==> src/rtl/sd_pkg.sv <==
// Shared constants, command frame layout and state encoding for the SD SPI sector reader.
package sd_pkg;

   localparam logic [7:0]  CMD17_HEAD  = 8'h51;
   localparam logic [7:0]  CMD_CRC     = 8'hFF;
   localparam logic [7:0]  START_TOKEN = 8'hFE;
   localparam logic [7:0]  IDLE_BYTE   = 8'hFF;
   localparam logic [7:0]  R1_READY    = 8'h00;
   localparam int unsigned BLOCK_BYTES = 512;
   localparam int unsigned BYTE_IDX_W  = 9;
   localparam int unsigned CMD_BITS    = 48;

   typedef struct packed {
      logic [7:0]  head;
      logic [31:0] arg;
      logic [7:0]  crc;
   } sd_cmd_t;

   typedef enum logic [3:0] {
      ST_IDLE,
      ST_LOAD,
      ST_SEND_CMD,
      ST_WAIT_R1,
      ST_READ_R1,
      ST_WAIT_TOKEN,
      ST_READ_DATA,
      ST_READ_CRC,
      ST_TAIL,
      ST_FAIL
   } sd_state_e;

   function automatic sd_cmd_t cmd17_frame(input logic [31:0] addr);
      sd_cmd_t f;
      f.head = CMD17_HEAD;
      f.arg  = addr;
      f.crc  = CMD_CRC;
      return f;
   endfunction

endpackage

==> src/rtl/sd_spi_rx_byte.sv <==
// MSB-first DO deserialiser; done_c marks the sample that completes a byte.
module sd_spi_rx_byte (
   input  logic       CLK,
   input  logic       RST_N,
   input  logic       en,
   input  logic       realign,
   input  logic       din,
   output logic [7:0] byte_c,
   output logic       done_c
);

   logic [6:0] sh;
   logic [2:0] bit_cnt;

   // realign discards the current sample so the next one becomes bit 7
   always_ff @(posedge CLK or negedge RST_N) begin
      if (!RST_N) begin
         sh      <= '0;
         bit_cnt <= '0;
      end else if (realign) begin
         bit_cnt <= '0;
      end else if (en) begin
         sh      <= {sh[5:0], din};
         bit_cnt <= bit_cnt + 1'b1;
      end
   end

   assign byte_c = {sh, din};
   assign done_c = en && !realign && (bit_cnt == 3'd7);

endmodule

==> src/rtl/sd_read_sector.sv <==
// CMD17 single-block read over SPI: sends the command, checks R1 and the start token,
// then streams the 512 data bytes out with an index.
module sd_read_sector
   import sd_pkg::*;
#(
   parameter int unsigned R1_TIMEOUT    = 64,
   parameter int unsigned TOKEN_TIMEOUT = 4096,
   parameter int unsigned TAIL_CLKS     = 8
) (
   input  logic                  CLK,
   input  logic                  RST_N,
   input  logic                  INIT_OK,
   input  logic                  START,
   input  logic [31:0]           ADDR,
   input  logic                  DO,
   output logic                  DI,
   output logic                  CS,
   output logic [7:0]            DATA,
   output logic                  DATA_VALID,
   output logic [BYTE_IDX_W-1:0] BYTE_IDX,
   output logic                  BUSY,
   output logic                  DONE,
   output logic                  ERROR
);

   // one shared counter serves the command, R1, token, CRC and tail phases
   localparam int unsigned CNT_W = $clog2(TOKEN_TIMEOUT + R1_TIMEOUT + TAIL_CLKS + CMD_BITS);

   sd_state_e             state, state_nx;
   logic [31:0]           addr_q;
   logic [CMD_BITS-1:0]   cmd_sh;
   logic [CNT_W-1:0]      cnt, cnt_d;
   logic [BYTE_IDX_W-1:0] byte_cnt;
   logic                  cs_d, busy_d, done_d, error_d, dv_d, accept_c;
   logic                  rx_active_c, rx_realign_c, rx_done_c;
   logic [7:0]            rx_byte_c;

   assign rx_active_c  = state inside {ST_WAIT_R1, ST_READ_R1, ST_WAIT_TOKEN,
                                       ST_READ_DATA, ST_READ_CRC};
   assign rx_realign_c = !rx_active_c || (state == ST_WAIT_R1 && DO);

   sd_spi_rx_byte u_rx (
      .CLK     (CLK),
      .RST_N   (RST_N),
      .en      (rx_active_c),
      .realign (rx_realign_c),
      .din     (DO),
      .byte_c  (rx_byte_c),
      .done_c  (rx_done_c)
   );

   // state register
   always_ff @(posedge CLK or negedge RST_N) begin
      if (!RST_N) state <= ST_IDLE;
      else        state <= state_nx;
   end

   // next-state logic
   always_comb begin
      state_nx = state;
      case (state)
         ST_IDLE:     if (START && INIT_OK) state_nx = ST_LOAD;
         ST_LOAD:     state_nx = ST_SEND_CMD;
         ST_SEND_CMD: if (cnt == CNT_W'(CMD_BITS - 1)) state_nx = ST_WAIT_R1;
         ST_WAIT_R1: begin
            if (!DO)                                  state_nx = ST_READ_R1;
            else if (cnt == CNT_W'(R1_TIMEOUT - 1))   state_nx = ST_FAIL;
         end
         ST_READ_R1:
            if (rx_done_c) state_nx = (rx_byte_c == R1_READY) ? ST_WAIT_TOKEN : ST_FAIL;
         ST_WAIT_TOKEN: begin
            if (rx_done_c) begin
               if (rx_byte_c == START_TOKEN)                 state_nx = ST_READ_DATA;
               else if (rx_byte_c != IDLE_BYTE)              state_nx = ST_FAIL;
               else if (cnt == CNT_W'(TOKEN_TIMEOUT - 1))    state_nx = ST_FAIL;
            end
         end
         ST_READ_DATA:
            if (rx_done_c && byte_cnt == BYTE_IDX_W'(BLOCK_BYTES - 1)) state_nx = ST_READ_CRC;
         ST_READ_CRC: if (rx_done_c && cnt == CNT_W'(1)) state_nx = ST_TAIL;
         ST_TAIL:     if (cnt == CNT_W'(TAIL_CLKS - 1)) state_nx = ST_IDLE;
         ST_FAIL:     if (cnt == CNT_W'(TAIL_CLKS - 1)) state_nx = ST_IDLE;
         default:     state_nx = ST_IDLE;
      endcase
   end

   // output and counter decode, registered below
   always_comb begin
      accept_c = (state == ST_IDLE) && (state_nx == ST_LOAD);
      cs_d     = !(state_nx inside {ST_SEND_CMD, ST_WAIT_R1, ST_READ_R1, ST_WAIT_TOKEN,
                                    ST_READ_DATA, ST_READ_CRC});
      busy_d   = (state_nx != ST_IDLE);
      done_d   = (state == ST_TAIL) && (state_nx == ST_IDLE);
      dv_d     = (state == ST_READ_DATA) && rx_done_c;
      error_d  = ERROR;
      cnt_d    = cnt;
      if (accept_c)                                error_d = 1'b0;
      if (state_nx == ST_FAIL && state != ST_FAIL) error_d = 1'b1;
      if (state_nx != state) begin
         cnt_d = '0;
      end else begin
         case (state)
            ST_SEND_CMD, ST_WAIT_R1, ST_TAIL, ST_FAIL: cnt_d = cnt + 1'b1;
            ST_WAIT_TOKEN, ST_READ_CRC:                if (rx_done_c) cnt_d = cnt + 1'b1;
            default:                                   cnt_d = cnt;
         endcase
      end
   end

   always_ff @(posedge CLK or negedge RST_N) begin
      if (!RST_N) begin
         CS         <= 1'b1;
         BUSY       <= 1'b0;
         DONE       <= 1'b0;
         ERROR      <= 1'b0;
         DATA_VALID <= 1'b0;
         DATA       <= '0;
         BYTE_IDX   <= '0;
         byte_cnt   <= '0;
         cnt        <= '0;
         addr_q     <= '0;
         cmd_sh     <= '0;
      end else begin
         CS         <= cs_d;
         BUSY       <= busy_d;
         DONE       <= done_d;
         ERROR      <= error_d;
         DATA_VALID <= dv_d;
         cnt        <= cnt_d;
         if (accept_c) begin
            addr_q   <= ADDR;
            byte_cnt <= '0;
         end
         if (state == ST_LOAD)          cmd_sh <= cmd17_frame(addr_q);
         else if (state == ST_SEND_CMD) cmd_sh <= {cmd_sh[CMD_BITS-2:0], 1'b1};
         if (dv_d) begin
            DATA     <= rx_byte_c;
            BYTE_IDX <= byte_cnt;
            byte_cnt <= byte_cnt + 1'b1;
         end
      end
   end

   // DI changes on the falling edge so the card sees a stable bit at the rising edge
   always_ff @(negedge CLK or negedge RST_N) begin
      if (!RST_N) DI <= 1'b1;
      else        DI <= (state == ST_SEND_CMD) ? cmd_sh[CMD_BITS-1] : 1'b1;
   end

endmodule

==> config.mk <==
export PLATFORM = sky130hd
export DESIGN_NAME = sd_read_sector
export DESIGN_NICKNAME = d
export VERILOG_FILES = /design/src/rtl/sd_pkg.sv /design/src/rtl/sd_spi_rx_byte.sv /design/src/rtl/sd_read_sector.sv
export SDC_FILE = /design/constraint.sdc
export NUM_CORES = 1
export LEC_CHECK = 0
export ABC_CLOCK_PERIOD_IN_PS = 4300
export CORE_MARGIN = 2
export CORE_UTILIZATION = 57
export CTS_CLUSTER_DIAMETER = 200
export CTS_CLUSTER_SIZE = 40
export DETAILED_ROUTE_END_ITERATION = 6
export PLACE_DENSITY = 0.85
export SKIP_LAST_GASP = 1
export SLEW_MARGIN = 15
export SYNTH_ARGS = -nofsm -noshare
export SYNTH_HDL_FRONTEND = slang
export SYNTH_SLANG_ARGS = --single-unit
==> constraint.sdc <==
create_clock -name CLK -period 4.3 [get_ports CLK]
set_clock_uncertainty 0.2 [all_clocks]
set_input_delay 0.86 -clock CLK [delete_from_list [all_inputs] [get_ports CLK]]
set_output_delay 0.86 -clock CLK [all_outputs]
set_load 0.01 [all_outputs]
# Word level (Yosys, flattened, before mapping)

Index checks and enable logic that the tools add are counted.

Bits in registers: 139
Input port bits: 37
Logic and storage cells: 104

$add $sub $neg: 3
Equality and inequality tests: 29
Muxes and demuxes: 26
Bitwise operators: 1
Reductions and logical operators: 30

Operators with widths:

| operator                                                           | number |
|---|---|
| 48-bit two-way mux                                                 | 2 |
| 4-bit two-way mux                                                  | 13 |
| 4-bit case mux with 9 select lines                                 | 1 |
| 4-bit by 3-bit == test with 1-bit output (second input constant)   | 8 |
| 13-bit by 6-bit == test with 1-bit output (second input constant)  | 2 |
| 13-bit two-way mux                                                 | 2 |
| 13-bit case mux with 2 select lines                                | 1 |
| 9-bit two-way mux                                                  | 2 |
| 4-bit by 2-bit == test with 1-bit output (second input constant)   | 4 |
| 13-bit by 1-bit adder with 13-bit output (second input constant)   | 1 |
| 13-bit by 1-bit == test with 1-bit output (second input constant)  | 1 |
| 13-bit by 12-bit == test with 1-bit output (second input constant) | 1 |
| 13-bit by 3-bit == test with 1-bit output (second input constant)  | 1 |
| 4-bit == test (second input constant)                              | 3 |
| 1-bit logical AND                                                  | 10 |
| 9-bit by 1-bit adder with 9-bit output (second input constant)     | 1 |
| 9-bit == test (second input constant)                              | 1 |
| 4-bit by 1-bit == test with 1-bit output (second input constant)   | 2 |
| 8-bit == test (second input constant)                              | 1 |
| 4-bit logical NOT                                                  | 2 |
| 8-bit logical NOT                                                  | 1 |
| 8-bit inequality test (second input constant)                      | 1 |
| 2-bit nonzero test                                                 | 4 |
| 3-bit two-way mux                                                  | 2 |
| other kinds (16)                                                   | 22 |

# Logic depth before layout (Yosys ltp)

Gate-level depths: netlist (run 1).

Depth after elaboration: 14
Mapped depth: 11

# Modules after synthesis

A second synthesis (run 1) with hierarchy kept.

Cell total of the unflattened synthesis: 611
Area total of the unflattened synthesis: 6284.8 um2

Modules (own cells, without submodules):

| module         | times used | cells each | area an instance (um2) | sequential area each (um2) |
|---|---|---|---|---|
| sd_read_sector | 1          | 582        | 5820.6                 | 3230.6 |
| sd_spi_rx_byte | 1          | 29         | 464.2                  | 250.2 |

==> results of run 1 <==
## cells in the final DEF, fill, tap and decap left out, types with 2 or more instances in the layout
| master | Yosys | final |
|---|---|---|
| clkbuf_8 | 0 | 2 |
| clkinv_2 | 0 | 2 |
| clkinv_4 | 0 | 4 |
| nand4_1 | 6 | 6 |
| a31o_2 | 2 | 2 |
| buf_4 | 0 | 8 |
| nand2b_1 | 3 | 3 |
| and4_1 | 4 | 4 |
| nor4_1 | 4 | 4 |
| and2_1 | 5 | 5 |
| bufinv_16 | 0 | 4 |
| inv_1 | 8 | 8 |
| o21ai_0 | 20 | 20 |
| mux2_2 | 32 | 32 |
| clkdlybuf4s50_1 | 0 | 57 |
| inv_6 | 0 | 2 |
| a22o_1 | 2 | 2 |
| xnor2_1 | 7 | 7 |
| dfstp_2 | 2 | 2 |
| and3_1 | 10 | 10 |
| or3_1 | 3 | 3 |
| or2_2 | 3 | 3 |
| ha_1 | 6 | 6 |
| a31oi_1 | 36 | 36 |
| xor2_1 | 7 | 7 |
| buf_6 | 0 | 2 |
| dfrtp_1 | 137 | 137 |
| nor2_1 | 59 | 59 |
| o31ai_1 | 2 | 2 |
| nand2_1 | 186 | 186 |
| nand3_1 | 19 | 19 |
| o22ai_1 | 2 | 2 |
| nor3_1 | 6 | 5 |
| nor2b_1 | 4 | 4 |
| clkbuf_16 | 0 | 16 |
## cell type report
class                           instances  area share
Sequential cell                       139       0.467
Multi-Input combinational cell        452       0.335
Timing Repair Buffer                   67      0.0876
Clock buffer                           19      0.0579
Clock inverter                         14      0.0260
Tap cell                              136      0.0228
Inverter                                7     0.00353
## metal layers
metal	up-vias	global-route usage
met5	-	0
met4	0	0.110
met3	31	0.0745
met2	134	0.392
met1	2341	0.309
li1	2250	-
## registers in the layout (all words and copies together) (netlist names)
register / count
DATA: 8
DATA_VALID: 1
BUSY: 1
DI: 1
ERROR: 1
cmd_sh: 48
BYTE_IDX: 9
CS: 1
addr_q: 32
u_rx.bit_cnt: 3
DONE: 1
state: 4
cnt: 13
byte_cnt: 9
u_rx.sh: 7
## logic make-up after synthesis
group / count (synthesis)
buffers and inverters: 43
muxes: 32
DFF: 139
and+or+nand+nor: 323
xor gates and xnor gates: 14
adders and majority gates: 6
AOI/OAI and AO/OA: 77
## worst paths after layout
| kind | slack [ns] | to | startpoint | cells after the start |
|---|---|---|---|---|
| setup / recovery | -0.03 | DI | DI | 1 |
| hold reg to reg | 0.24 | u_rx.bit_cnt[0] | u_rx.bit_cnt[0] | 1 |
| hold / removal | 0.24 | u_rx.bit_cnt[0] | u_rx.bit_cnt[0] | 1 |
| min in group asynchronous | 0.38 | BYTE_IDX[1] | RST_N | 2 |
| max in group asynchronous | 1.66 | DI | RST_N | 1 |
| setup reg to reg | 0.52 | DI | state[3] | 3 |
## where the power goes
part           leakage (nW)  total [mW]  internal (mW)  switching (mW)
Sequential             1.73        2.08           1.80           0.289
Combinational          1.44        1.53          0.630           0.905
Clock                 0.308        1.52          0.963           0.562
Total                  3.48        5.14           3.39            1.76
## Yosys cell counts (all sizes together) (7+ instances only)
cell type and count:
mux2 32, inv 8, xor2 7, buf 7
a31oi 36, nand3 19, nand2 186, clkbuf 28
xnor2 7, nor2 59, o21ai 20, and3 10
dfrtp 137
## per-stage QoR
step | hold slack (ns) | TNS, ns
after global routing | 0.274 | -0.0578
after CTS | 0.248 | -0.0479
after floorplan | 0.210 | 0
after detailed placement | 0.241 | 0
final | 0.244 | -0.0287
after global placement | 0.220 | 0
## worst reg2reg max path, stage by stage (launching register included)
cell and delay [ns]:
dfrtp_1 0.49, nor2_1 0.39, nand2_1 0.15, or2_2 0.30
## timing repair
action	in CTS	in global routing
pin swaps	0	0
buffers inserted	0	0
gates resized for setup	5	0
setup endpoints to repair	1	1
==> impl_metrics.toml, run 1 <==
[run_status]
outcome = "complete, but fails checks"
violations = "negative setup slack"

[cts]
clkSinkCount = 139
ctsHoldBuffers = 0
clk_latency_ns = 0.53
cts_buffer_depth = 2
cts_buffers = 17
htree_levels = 4
clkTransAtPathRegs_ns = 0.06
cts_tree = "built"
cts-root-buf = "clkbuf_8"

[global_routing]
grt_max_degree = 84
overflow = 0
grt_antenna_before_repair = 0
grt_pass1_wl_mm = 21.9
grt.total_usage = 0.245
grt_pass1_vias = 4656

[drt]
dr_total_vias = 4756
dr.max_layer_used = "met4"
viasPerCell = 5.70
drt_iter0_markers = 357
drt_first_pass_iters = 5
drc_errors = 0
route.met2.wl_mm = 6.69
ant_nets = 0
routed_wl_mm = 13.2
wl_met1_mm = 5.55
wl_met3_um = 645
post_drt_wl_per_cell_um = 15.8

[placed_design]
post-place-cells = 802
place_hpwl_mm = 8.29
gp_congestion = 0.888
dpl_worst_slack_ns = 0.0661
post_dp_cell_area_um2 = 6830
portBuffers = 59

[sta]
setup_ws_ns = -0.0287
maxSlewHeadroom = 0.328
tightest_slew_ns = 1.01
rsz0062_at_grt = "yes"
drv_slew = 0
finalSetupViolations = 1
final_hold_viol_count = 0

[yosys]
synth_edf_count = 0
synth-seq-area-share = 0.567
yosysWarnings = 0
synth_cell_types = 53
synthMuxAreaShare = 0.0587
syn_area_um2 = 6140
synthArstFlopShare = 1.00
synth-simple-area-share = 0.233
ys_ff_latch = 139
synth_area_leader_cell = "dfrtp_1"
synth_fa_ha_area_frac = 0.0122
synth_xor_area_frac = 0.0200
ys.flop_type = "dfrtp_1"
synth-compound-area-share = 0.0821
synth_area_leaders = "dfrtp_1 56%, nand2_1 11%, mux2_2 5.9%, a31oi_1 3.7%, nor2_1 3.6%"
synth_top_family_by_area = "simple AND/OR/NAND/NOR gates"
syn-num-nets = 677
avgSynthCellArea_um2 = 9.68
syn-instance-count = 634
netlist.area_leader.share = 0.558

[worst_setup_path]
critPathBufInv = 1
crit_path_end_kind = "output pin"
crit_family = "flip-flops"
startpoint_type = "flop"
cp.required_ns = 3.24
cp_cell_sequence = "buf_6"
worstPathArrival_ns = 3.27
crit_slowest_cell = "dfstp_2"
critPathMaxFanout = 1
crit_type = "reg -> out"
slowest_delay_ns = 0.52

[cells_and_area]
num-fill-cells = 715
fin_nets = 728
post-route-cell-area_um2 = 7450
finish.utilization = 0.719
seqCellArea_um2 = 3480
syn2layout_area_growth_pct = 21.4
multi_input_area_um2 = 2500
diodes = 0
drive_above_1_share = 0.122
layout.cells.non_filler = 834

[floorplanning]
num_rows = 37
coreArea_um2 = 10400
die_area_um2 = 11600
fp.dieH_um = 108
start_util = 0.592
io_pins = 60
die_w_um = 108

[power_and_ir_drop]
power.density_nw_per_um2 = 690
total_power_mw = 5.14
max-vdd-ir-drop_mv = 0.494
p_leak_nw = 3.48

[job]
cap_violations = 0

[hold_path]
worstHoldPathType = "reg -> reg"
Power figures use the tool's default switching activity.
==> run 2: changes to the inputs <==
Settings changed: CORE_UTILIZATION 57 to 50, PLACE_DENSITY 0.85 to 0.76.
==> impl_metrics.toml, run 2 (synthesis gave the netlist of run 1 again) <==
[placed_design]
portBuffers = 59
place_hpwl_mm = 8.13
post-place-cells = 812
gp_congestion = 0.870
post_dp_cell_area_um2 = 6850

[drt]
post_drt_wl_per_cell_um = 15.0
drc_errors = 0
drt_iter0_markers = 440
routed_wl_mm = 12.6
viasPerCell = 5.51
drt_first_pass_iters = 6
dr_total_vias = 4649
ant_nets = 0

[floorplanning]
io_pins = 60
num_rows = 40
fp.dieH_um = 115
start_util = 0.511
coreArea_um2 = 12000
die_w_um = 115
die_area_um2 = 13200

[sta]
finalSetupViolations = 0
final_hold_viol_count = 0
hold_slack_ns = 0.242
maxSlewHeadroom = 0.307
rsz0062_at_grt = "yes"
tightest_slew_ns = 1.04
drv_slew = 0

[cells_and_area]
fin_nets = 727
syn2layout_area_growth_pct = 20.4
largest_reg_flops = 48
final_common_cell = "nand2_1"
post-route-cell-area_um2 = 7390
drive_above_1_share = 0.122
top_register = "cmd_sh"
largest_registers = "cmd_sh (48), addr_q (32), cnt (13)"
layout_common_cells = "186 x nand2_1, 137 x dfrtp_1, 59 x nor2_1, 57 x clkdlybuf4s50_1, 36 x a31oi_1"
layout.cells.non_filler = 844
diodes = 0

[run_status]
outcome = "finished clean"

[cts]
htree_levels = 4
cts_tree = "built"
clk_latency_ns = 0.42
clkTransAtPathRegs_ns = 0.05
clkSinkCount = 139
ctsHoldBuffers = 0
cts_buffer_depth = 2
cts-root-buf = "clkbuf_16"
cts_buffers = 17

[global_routing]
grt_max_degree = 139
grt_antenna_before_repair = 0
globalRouteMet1Util = 0.268
top_usage_layer = "met2"
grt_pass1_wl_mm = 21.0
grt_pass1_vias = 4527
grt.total_usage = 0.203
met3_usage = 0.0506
overflow = 0
use_met2 = 0.321

[worst_setup_path]
crit_path_end_kind = "output pin"
cp_cell_sequence = "buf_6"
crit_type = "reg -> out"
worstPathArrival_ns = 3.20
slowest_delay_ns = 0.52
critPathMaxFanout = 1
reg2reg_from = "state[3]"
crit_start = "DI"
startpoint_type = "flop"
crit_slowest_cell = "dfstp_2"
crit_family = "flip-flops"
cp.required_ns = 3.24
critPathBufInv = 1

[power_and_ir_drop]
power.density_nw_per_um2 = 661
total_power_mw = 4.89
max-vdd-ir-drop_mv = 0.472
p_leak_nw = 3.44

[job]
cap_violations = 0

[hold_path]
worstHoldPathType = "reg -> reg"
worstHoldStart = "u_rx.bit_cnt[0]"
-- run 2: per-layer routing --
| metal | routed length, um | up-vias |
|---|---|---|
| li1 | - | 2243 |
| met1 | 5730 | 2276 |
| met2 | 6170 | 111 |
| met3 | 511 | 19 |
| met4 | 205 | 0 |
| met5 | 0 | - |
-- run 2: metrics by stage --
step,worst slack (ns),TNS [ns],util
2_1_floorplan,0.306,0,-
3_5_place_dp,0.0604,0,0.570
5_1_grt,-0.00422,-0.00422,0.615
3_3_place_gp,0.0711,0,0.570
4_1_cts,0.00454,0,0.615
6_report,0.0400,0,0.615
-- run 2: timing repair --
action | CTS | global route
pin swaps | 0 | 0
resized for setup | 4 | 1
buffers inserted | 0 | 0
setup endpoints to repair | 1 | 1
-- run 2: worst paths after layout --
check,to,slack (ns),cells after the start
setup / recovery,DI,0.04,1
hold / removal,u_rx.bit_cnt[0],0.24,1
setup reg to reg,DI,0.60,3
hold reg to reg,u_rx.bit_cnt[0],0.24,1
max in group asynchronous,DI,1.55,1
min in group asynchronous,u_rx.sh[3],0.33,2
-- run 2: power by group --
| group | total [mW] | switching [mW] | internal (mW) | leakage (nW) |
|---|---|---|---|---|
| clock | 1.32 | 0.567 | 0.752 | 0.261 |
| combinational | 1.50 | 0.869 | 0.628 | 1.44 |
| sequential | 2.07 | 0.277 | 1.79 | 1.73 |
| total | 4.89 | 1.71 | 3.17 | 3.44 |
-- run 2: area by class of cell --
type                    instances  area, um^2
well taps                     147         184
inverters                       7        26.3
clock inverters                15         104
clock buffers                  18         439
multi-input cells             452        2500
fillers                       981        4620
flip-flops and latches        139        3480
repair buffers                 66         658
